**src/rtl/alu_share_ctrl.sv**
```systemverilog
// Round-robin controller that time-shares one combinational ALU among NREQ
// requesters: registered operands, one-cycle execute, held per-requester response.
module alu_share_ctrl #(
  parameter int NREQ = 4,
  parameter int W    = 64,
  parameter int IW   = 2
) (
  input  logic              clk,
  input  logic              rst_n,
  input  logic [NREQ-1:0]   req_valid,
  output logic [NREQ-1:0]   req_ready,
  input  logic [NREQ*W-1:0] req_in1,
  input  logic [NREQ*W-1:0] req_in2,
  input  logic [NREQ*4-1:0] req_op,
  output logic [NREQ-1:0]   resp_valid,
  input  logic [NREQ-1:0]   resp_ready,
  output logic [W-1:0]      resp_result,
  output logic              resp_zero,
  output logic              resp_err,
  output logic [IW-1:0]     resp_id,
  output logic [W-1:0]      alu_in1,
  output logic [W-1:0]      alu_in2,
  output logic [3:0]        alu_c,
  input  logic [W-1:0]      alu_result,
  input  logic              alu_zero,
  output logic              busy
);

  typedef enum logic [1:0] {
    S_IDLE = 2'd0,
    S_EXEC = 2'd1,
    S_RESP = 2'd2
  } state_t;

  state_t        r_state;
  state_t        w_next;
  logic [IW-1:0] r_ptr;
  logic [IW-1:0] r_id;
  logic [W-1:0]  r_alu_in1;
  logic [W-1:0]  r_alu_in2;
  logic [3:0]    r_alu_c;
  logic [W-1:0]  r_result;
  logic          r_zero;
  logic          r_err;

  logic [IW-1:0] w_grant;
  logic [IW-1:0] w_cand;
  logic          w_found;
  logic          w_hit;
  int            w_idx;
  logic          w_hs;
  logic          w_done;

  function automatic logic op_legal(input logic [3:0] op);
    case (op)
      4'b0010, 4'b0110, 4'b0000, 4'b0001: op_legal = 1'b1;
      default:                            op_legal = 1'b0;
    endcase
  endfunction

  function automatic logic [IW-1:0] next_id(input logic [IW-1:0] id);
    if (id == IW'(NREQ - 1)) next_id = {IW{1'b0}};
    else                     next_id = id + IW'(1);
  endfunction

  // Round-robin scan starting at r_ptr; the first valid requester wins.
  always_comb begin
    w_found = 1'b0;
    w_grant = {IW{1'b0}};
    w_idx   = 0;
    w_cand  = {IW{1'b0}};
    w_hit   = 1'b0;
    for (int k = 0; k < NREQ; k++) begin
      w_idx   = (int'(r_ptr) + k) % NREQ;
      w_cand  = IW'(w_idx);
      w_hit   = req_valid[w_cand] & ~w_found;
      w_grant = w_hit ? w_cand : w_grant;
      w_found = w_found | req_valid[w_cand];
    end
  end

  assign w_hs   = (r_state == S_IDLE) && w_found;
  assign w_done = (r_state == S_RESP) && resp_ready[r_id];

  // Next-state logic.
  always_comb begin
    w_next = r_state;
    case (r_state)
      S_IDLE:  w_next = w_found ? S_EXEC : S_IDLE;
      S_EXEC:  w_next = S_RESP;
      S_RESP:  w_next = w_done ? S_IDLE : S_RESP;
      default: w_next = S_IDLE;
    endcase
  end

  // Handshake decode: ready only in IDLE, response valid only in RESP.
  always_comb begin
    req_ready  = {NREQ{1'b0}};
    resp_valid = {NREQ{1'b0}};
    if (r_state == S_IDLE && w_found) begin
      req_ready[w_grant] = 1'b1;
    end else begin
      req_ready = {NREQ{1'b0}};
    end
    if (r_state == S_RESP) begin
      resp_valid[r_id] = 1'b1;
    end else begin
      resp_valid = {NREQ{1'b0}};
    end
  end

  // State register and rotation pointer; the pointer moves only on response completion.
  always_ff @(posedge clk or negedge rst_n) begin
    if (!rst_n) begin
      r_state <= S_IDLE;
      r_ptr   <= {IW{1'b0}};
    end else begin
      r_state <= w_next;
      if (w_done) r_ptr <= next_id(r_id);
    end
  end

  // Operand capture at handshake, result capture at the end of EXEC.
  always_ff @(posedge clk or negedge rst_n) begin
    if (!rst_n) begin
      r_alu_in1 <= {W{1'b0}};
      r_alu_in2 <= {W{1'b0}};
      r_alu_c   <= 4'b0000;
      r_id      <= {IW{1'b0}};
      r_result  <= {W{1'b0}};
      r_zero    <= 1'b0;
      r_err     <= 1'b0;
    end else if (w_hs) begin
      r_alu_in1 <= req_in1[w_grant*W +: W];
      r_alu_in2 <= req_in2[w_grant*W +: W];
      r_alu_c   <= req_op[w_grant*4 +: 4];
      r_id      <= w_grant;
    end else if (r_state == S_EXEC) begin
      if (op_legal(r_alu_c)) begin
        r_result <= alu_result;
        r_zero   <= alu_zero;
        r_err    <= 1'b0;
      end else begin
        r_result <= {W{1'b0}};
        r_zero   <= 1'b1;
        r_err    <= 1'b1;
      end
    end
  end

  assign alu_in1     = r_alu_in1;
  assign alu_in2     = r_alu_in2;
  assign alu_c       = r_alu_c;
  assign resp_result = r_result;
  assign resp_zero   = r_zero;
  assign resp_err    = r_err;
  assign resp_id     = r_id;
  assign busy        = (r_state != S_IDLE);

endmodule

```
**config.mk**
```make
export PLATFORM = sky130hd
export DESIGN_NAME = alu_share_ctrl
export DESIGN_NICKNAME = d
export VERILOG_FILES = /design/src/rtl/alu_share_ctrl.sv
export SDC_FILE = /design/constraint.sdc
export NUM_CORES = 1
export LEC_CHECK = 0
export CORE_AREA = 2 2 312 314
export CTS_BUF_LIST = sky130_fd_sc_hd__clkbuf_2 sky130_fd_sc_hd__clkbuf_4 sky130_fd_sc_hd__clkbuf_8
export DETAILED_ROUTE_END_ITERATION = 10
export DIE_AREA = 0 0 314 316
export PLACE_DENSITY = 0.35
export SYNTH_ARGS = -nofsm -noshare
export SYNTH_HDL_FRONTEND = slang
export SYNTH_SLANG_ARGS = --single-unit
```
**constraint.sdc**
```tcl
create_clock -name clk -period 2.44 [get_ports clk]
set_input_delay 0.244 -clock clk [delete_from_list [all_inputs] [get_ports clk]]
set_output_delay 0.244 -clock clk [all_outputs]
set_load 0.05 [all_outputs]
```
# Yosys cells after proc, flatten, opt, wreduce, memory -nomap -nowiden
# Index checks and enable logic that the tools add are counted.
# totals
regBits	204
output_inout_bits	209
wordCells	79
# op_classes
n_addsub	4
order_cmp	8
n_eq_ne	6
shift	3
muxes	30
n_bitwise	10
reduce_logical	9
# op_table
cell	count
256-bit by 9-bit variable part select with 64-bit output	2
64-bit 2-to-1 mux	1
2-bit by 3-bit < comparator with 1-bit output (second input constant)	6
16-bit by 5-bit variable part select with 4-bit output	1
1-bit 2-to-1 mux	13
2-bit 2-to-1 mux	6
1-bit binary-select mux with 2-bit select	5
4-bit 2-to-1 mux	2
2-bit one-hot mux with 3 select lines	1
2-bit by 1-bit adder with 2-bit output (second input constant)	2
2-bit adder (second input constant)	2
1-bit demux with 2-bit select	2
2-bit equality test (second input constant)	2
4-bit by 1-bit equality test with 1-bit output (second input constant)	1
4-bit by 2-bit equality test with 1-bit output (second input constant)	1
4-bit by 3-bit equality test with 1-bit output (second input constant)	1
2-bit by 1-bit >= comparator with 1-bit output (second input constant)	2
1-bit logical AND	4
4-bit logical NOT	1
1-bit NOT	4
4-bit OR reduction	1
1-bit bitwise AND	3
1-bit bitwise OR	3
2-bit by 1-bit equality test with 1-bit output (second input constant)	1
other kinds (3)	3

# Depth between registers and ports, before layout
# depth
word_depth	13
mapped_depth	8
mapped_depth_nobuf	5

# Least setup slack after synthesis
# No wires, ideal clock.
# synth_path
kind	register -> output
start	register r_state[1]
end	output port req_ready[3]
t_arrival_ns	2.493
t_required_ns	2.196
slack_ns	-0.297
path_stages_with_launch	9
path_cell_list	dfrtp_1 > or2_1 > a31o_1 > buf_4 > or2_1 > buf_6 > buf_6 > buf_6 > nor2_1
# synth_between
elab_chain_len	3
# synth_lines
element	line_no	rtl
from (decl)	35	state_t r_state;
from (signal assigned)	118	r_state <= w_next;
2-bit logical NOT	100	if (r_state == S_IDLE && w_found) begin
1-bit logical AND	100	
4-bit 2-to-1 mux	100	
to (decl)	11	output logic [NREQ-1:0] req_ready,
# No other way between the ends.

# Worst setup path after layout
# layout_path
start	register r_state[1]
end	output port req_ready[2]
# Same word-level chain as after synthesis.

==> flow_results.org <==
** Worst setup path
- CP max stage delay :: about 0.38 ns
- Critical-path top delay cell :: dfrtp_1
- In this run the critical register-to-register path is captured at alu_c[0]$_DFFE_PN0P_.
- Reg2Reg Launch Point :: r_ptr[0]$_DFFE_PN0P_
- End point of the critical path :: req_ready[2]
- STA classifies the critical path startpoint as a flop.
- Sum of buffers and inverters on the critical path :: 1
- Across all register-to-register paths, the minimum setup slack is ~0.25 ns.
- Top cell family by delay on the critical path :: simple AND/OR/NAND/NOR gates
- Setup CP Type :: reg2out
- Cell mode on critical path :: or2_4
- For the worst flop-to-flop path, the logic depth is 6.
- Crit path arrival time :: approximately 2.1 ns
- STA classifies the critical path endpoint as an output port.
- Worst endpoint required time :: around 2.2 ns
- CP Cell Sequence :: or2_4 -> a31o_4 -> or2_4 -> a21oi_4 -> buf_8
- Total stage count of the critical path :: 5
- In this run the worst path has a maximum fanout of 5.
- The critical path starts at r_state[1]$_DFF_PN0_.

** STA
- RSZ-0062 raised after global routing :: true
- Minimum period implied by the final worst setup slack :: between 2 and 2.5 ns
- The worst pin sits at a relative slew slack of 38.2%.
- Hold is met by approximately 0.14 ns.
- Period utilization :: between 90 and 100%
- Worst-margin pin slew :: between 0.9 and 1 ns
- Between clock sinks in the finished design, the worst skew comes to 0.0235 ns.
- The max-slew violation count came to 0.
- Setup violations remaining at the end of the flow were counted as 0.
- Setup total negative slack on the finished layout was measured at 0 ns.
- Derived from the worst setup path, the maximum achievable clock frequency is approximately 420 MHz.
- Final number of hold-violating endpoints :: 0

** Synthesis
- Predominant post-synthesis flop cell :: dfrtp_1
- Fraction of the mapped netlist area in adder cells :: less than 1%
- After synthesis, the largest family of logic cells by area is multiplexers.
- Fraction of synthesis flops using an asynchronous set or reset pin :: 100%
- Synthesis instantiated 31 different standard cells from the library.
- Fraction of post-synthesis cell area in the top cell type by area :: a little under half
- Largest cells by area after synthesis :: dfrtp_1 46%, mux2i_1 24%, o221ai_1 6.7%
- Area fraction in compound gates after synthesis :: a little under a fifth
- Cell area after technology mapping :: between 10000 and 15000 um^2
- The number of nets in the synthesized netlist is 1547.
- Cell type contributing the most total cell area after synthesis :: dfrtp_1
- Synthesized netlist cell count :: 940
- Register area share after synthesis :: between 40 and 50%
- Yosys warning total :: 0
- EDFF count, synth :: 0
- In this run, synthesis produced a sequential element count of approximately 200.
- Averaged over all synthesized cells, the footprint is roughly 12 um^2.
- Summing the areas of all xor and xnor instances in the mapped netlist gives 0% of the synthesized area.
- Synth Area in Simple Gates :: under 10%
- Of the post-synthesis cell area, the part taken by muxes is approximately 24%.

** Pwr
- In this run switching power makes up 48.9% of total power.
- For this design the static power due to leakage is 9.66 nW.
- Worst voltage drop across the vdd grid :: 0.533 mV
- Combinational cells account for a little under two thirds of the total power.
- The clock network accounts for 16.0% of the total power.
- Sequential cells account for between 20% and 30% of the total power.
- Int Pwr :: between 10 and 15 mW
- Power spread over the standard cell area amounts to between 1000 and 1500 nW/um^2.
- The analysis attributes to net switching a power of 14.1 mW.

** Clock network
- Root cell of the clock tree :: clkbuf_8
- Buffers inserted during clock tree synthesis total 48.
- The clock reaches the later pin of the worst-skew pair after ~0.63 ns.
- Max Buffers Root-to-Sink :: 3
- Clock tree from TritonCTS :: built
- After clock tree synthesis, the clock-pin slew on the worst setup and hold paths is roughly 0.050 ns.
- Total number of H-tree levels :: 2
- Clock tree synthesis found a total of a little over 200 sinks.

** Floorplanning
- The die is 316 um tall.
- The floorplan step set the die width to between 300 and 400 um.
- Effective utilization at floorplan :: between 10% and 20%
- Area of the core region :: 96000 um^2
- During I/O placement, the number of pins put on the boundary was 812.
- Row Count :: 114
- Die Outline Area :: about 100000 um^2

** Route
- Total number of vias :: around 12000
- Drt first pass iters :: 4
- Number of routed nets with antenna violations :: 0
- Routed wire length :: slightly below 70 mm
- Number of DRC markers in iteration 0 :: 462
- Detailed-route vias per instance :: 3.72
- Dividing the detail-routed wire length by the instance count gives around 22 um.
- DRC viols :: 0

** Place
- DP Wirelength :: between 50 and 60 mm
- The count of buffers added on input and output ports is between 800 and 900.
- The congestion estimate from routability-driven global placement came to about 0.84.

** Global route
- In the global route stage, overall resource usage came out at between 10% and 20%.
- Summed over all layers, the global routing overflow is 0.
- Number of global-route vias before repair :: 13000
- The number of antenna violations at the first check in global routing came to 15.
- The first global-routing pass estimated ~94 mm of wire.
- Pin count of the biggest net entering global routing :: between 70 and 80

** Cells and area
- Layout overhead on the synthesized area :: 102%
- Fraction of final layout cells sized beyond drive strength 1 :: ~13%
- The net count of the finished layout is around 2400.

** Run
- Number of maximum-capacitance constraint violations :: 0

** Run status
- The flow ran to the end, and the final reports show no timing, DRC or antenna violations.

** Worst hold path
- Type of the most critical hold path :: in2async
[cell usage after synthesis (8+ instances only)]
cell      count
clkbuf_1     27
inv_1         8
buf_6         8
mux2i_1     264
buf_2        23
o221ai_1     85
nor2_1        9
o221ai_2     47
a22o_1       64
nand2_1     136
buf_4        26
dfrtp_1     204
[layout by cell type, fill, tap and decap left out, types with 2 or more instances in the layout]
cell             instances
dfrtp_2                  3
nor2_1                   7
nor2b_1                  3
buf_12                  20
a21oi_1                  2
or2_4                    2
dfrtp_1                201
a22o_1                  64
a21oi_2                  3
clkinvlp_4               2
o22ai_1                  2
clkinv_2                 4
clkdlybuf4s50_1        796
buf_8                    4
o221ai_2                47
ha_1                     4
inv_1                    7
bufinv_16                2
buf_4                   69
mux2i_1                264
nand2_1                136
dlygate4sd2_1            4
diode_2                  7
clkbuf_4                12
and2_1                   4
o221ai_1                85
o21ai_0                  3
buf_6                    2
clkbuf_8                64
[stage by stage]
stage                     cells  power [mW]  util, %  setup slack, ns  cell area [um^2]
after global placement     3010        24.4     22.0           -0.101             21100
after floorplan             940        17.0        -          -0.0745             11100
final                      3116        28.8     23.3           0.0727             22400
after global routing       3113        30.6     23.3          -0.0467             22400
after detailed placement   3010        24.4     22.0           -0.135             21100
after CTS                  3104        29.5     23.3          -0.0715             22300
[final cells by class]
class	instances	area (um^2)
Clock inverter	9	108
Tap cell	1276	1600
Sequential cell	204	5110
Timing Repair Buffer	896	9010
Clock buffer	76	971
Fill cell	10300	73600
Multi-Input combinational cell	640	5550
Antenna cell	7	17.5
Inverter	8	33.8
[timing repair]
item / CTS / global route
gates resized for setup: 22 / 0
hold buffers: 1 / 0
setup endpoints to repair: 8 / 3
setup buffers: 10 / 5
endpoints found under the hold margin: 188 / 0
pin swaps: 6 / 2
[power by group through the flow]
stage	logic, mW	clock network [mW]	registers, mW
global route	19.4	5.04	6.10
global placement	18.4	0	5.98
CTS	18.7	4.91	5.95
detailed placement	18.5	0	5.98
finish	18.3	4.62	5.91
floorplan	6.33	0	10.7
[layer usage]
metal | routed length, um | global-route usage (%)
met1 | 25000 | 14.2
met2 | 35400 | 23.8
met4 | 1580 | 3.78
met5 | 118 | 0
met3 | 5560 | 4.39
[sequential cells by signal, summed over array words and instances, names as in the netlist]
name / flops
alu_in2: 64
resp_zero: 1
alu_in1: 64
resp_result: 64
resp_err: 1
r_ptr: 2
alu_c: 4
r_state: 2
resp_id: 2
[logic make-up after synthesis]
family / Yosys count
muxes: 266
AOI/OAI and AO/OA: 213
DFF: 204
and+or+nand+nor: 157
buffers and inverters: 96
adders and majority gates: 4
[worst min-delay path by stage]
stage	endpoint	slack, ns	cells past startpoint
floorplan	alu_c[0]$_DFFE_PN0P_	-0.05	0
detailed placement	alu_in1[55]$_DFFE_PN0P_	0.21	1
CTS	alu_in1[55]$_DFFE_PN0P_	0.07	2
finish	alu_in1[55]$_DFFE_PN0P_	0.14	2
global placement	alu_in1[54]$_DFFE_PN0P_	0.21	1
global route	alu_in1[55]$_DFFE_PN0P_	0.12	2
No activity file was read; power rests on OpenSTA's default activity.
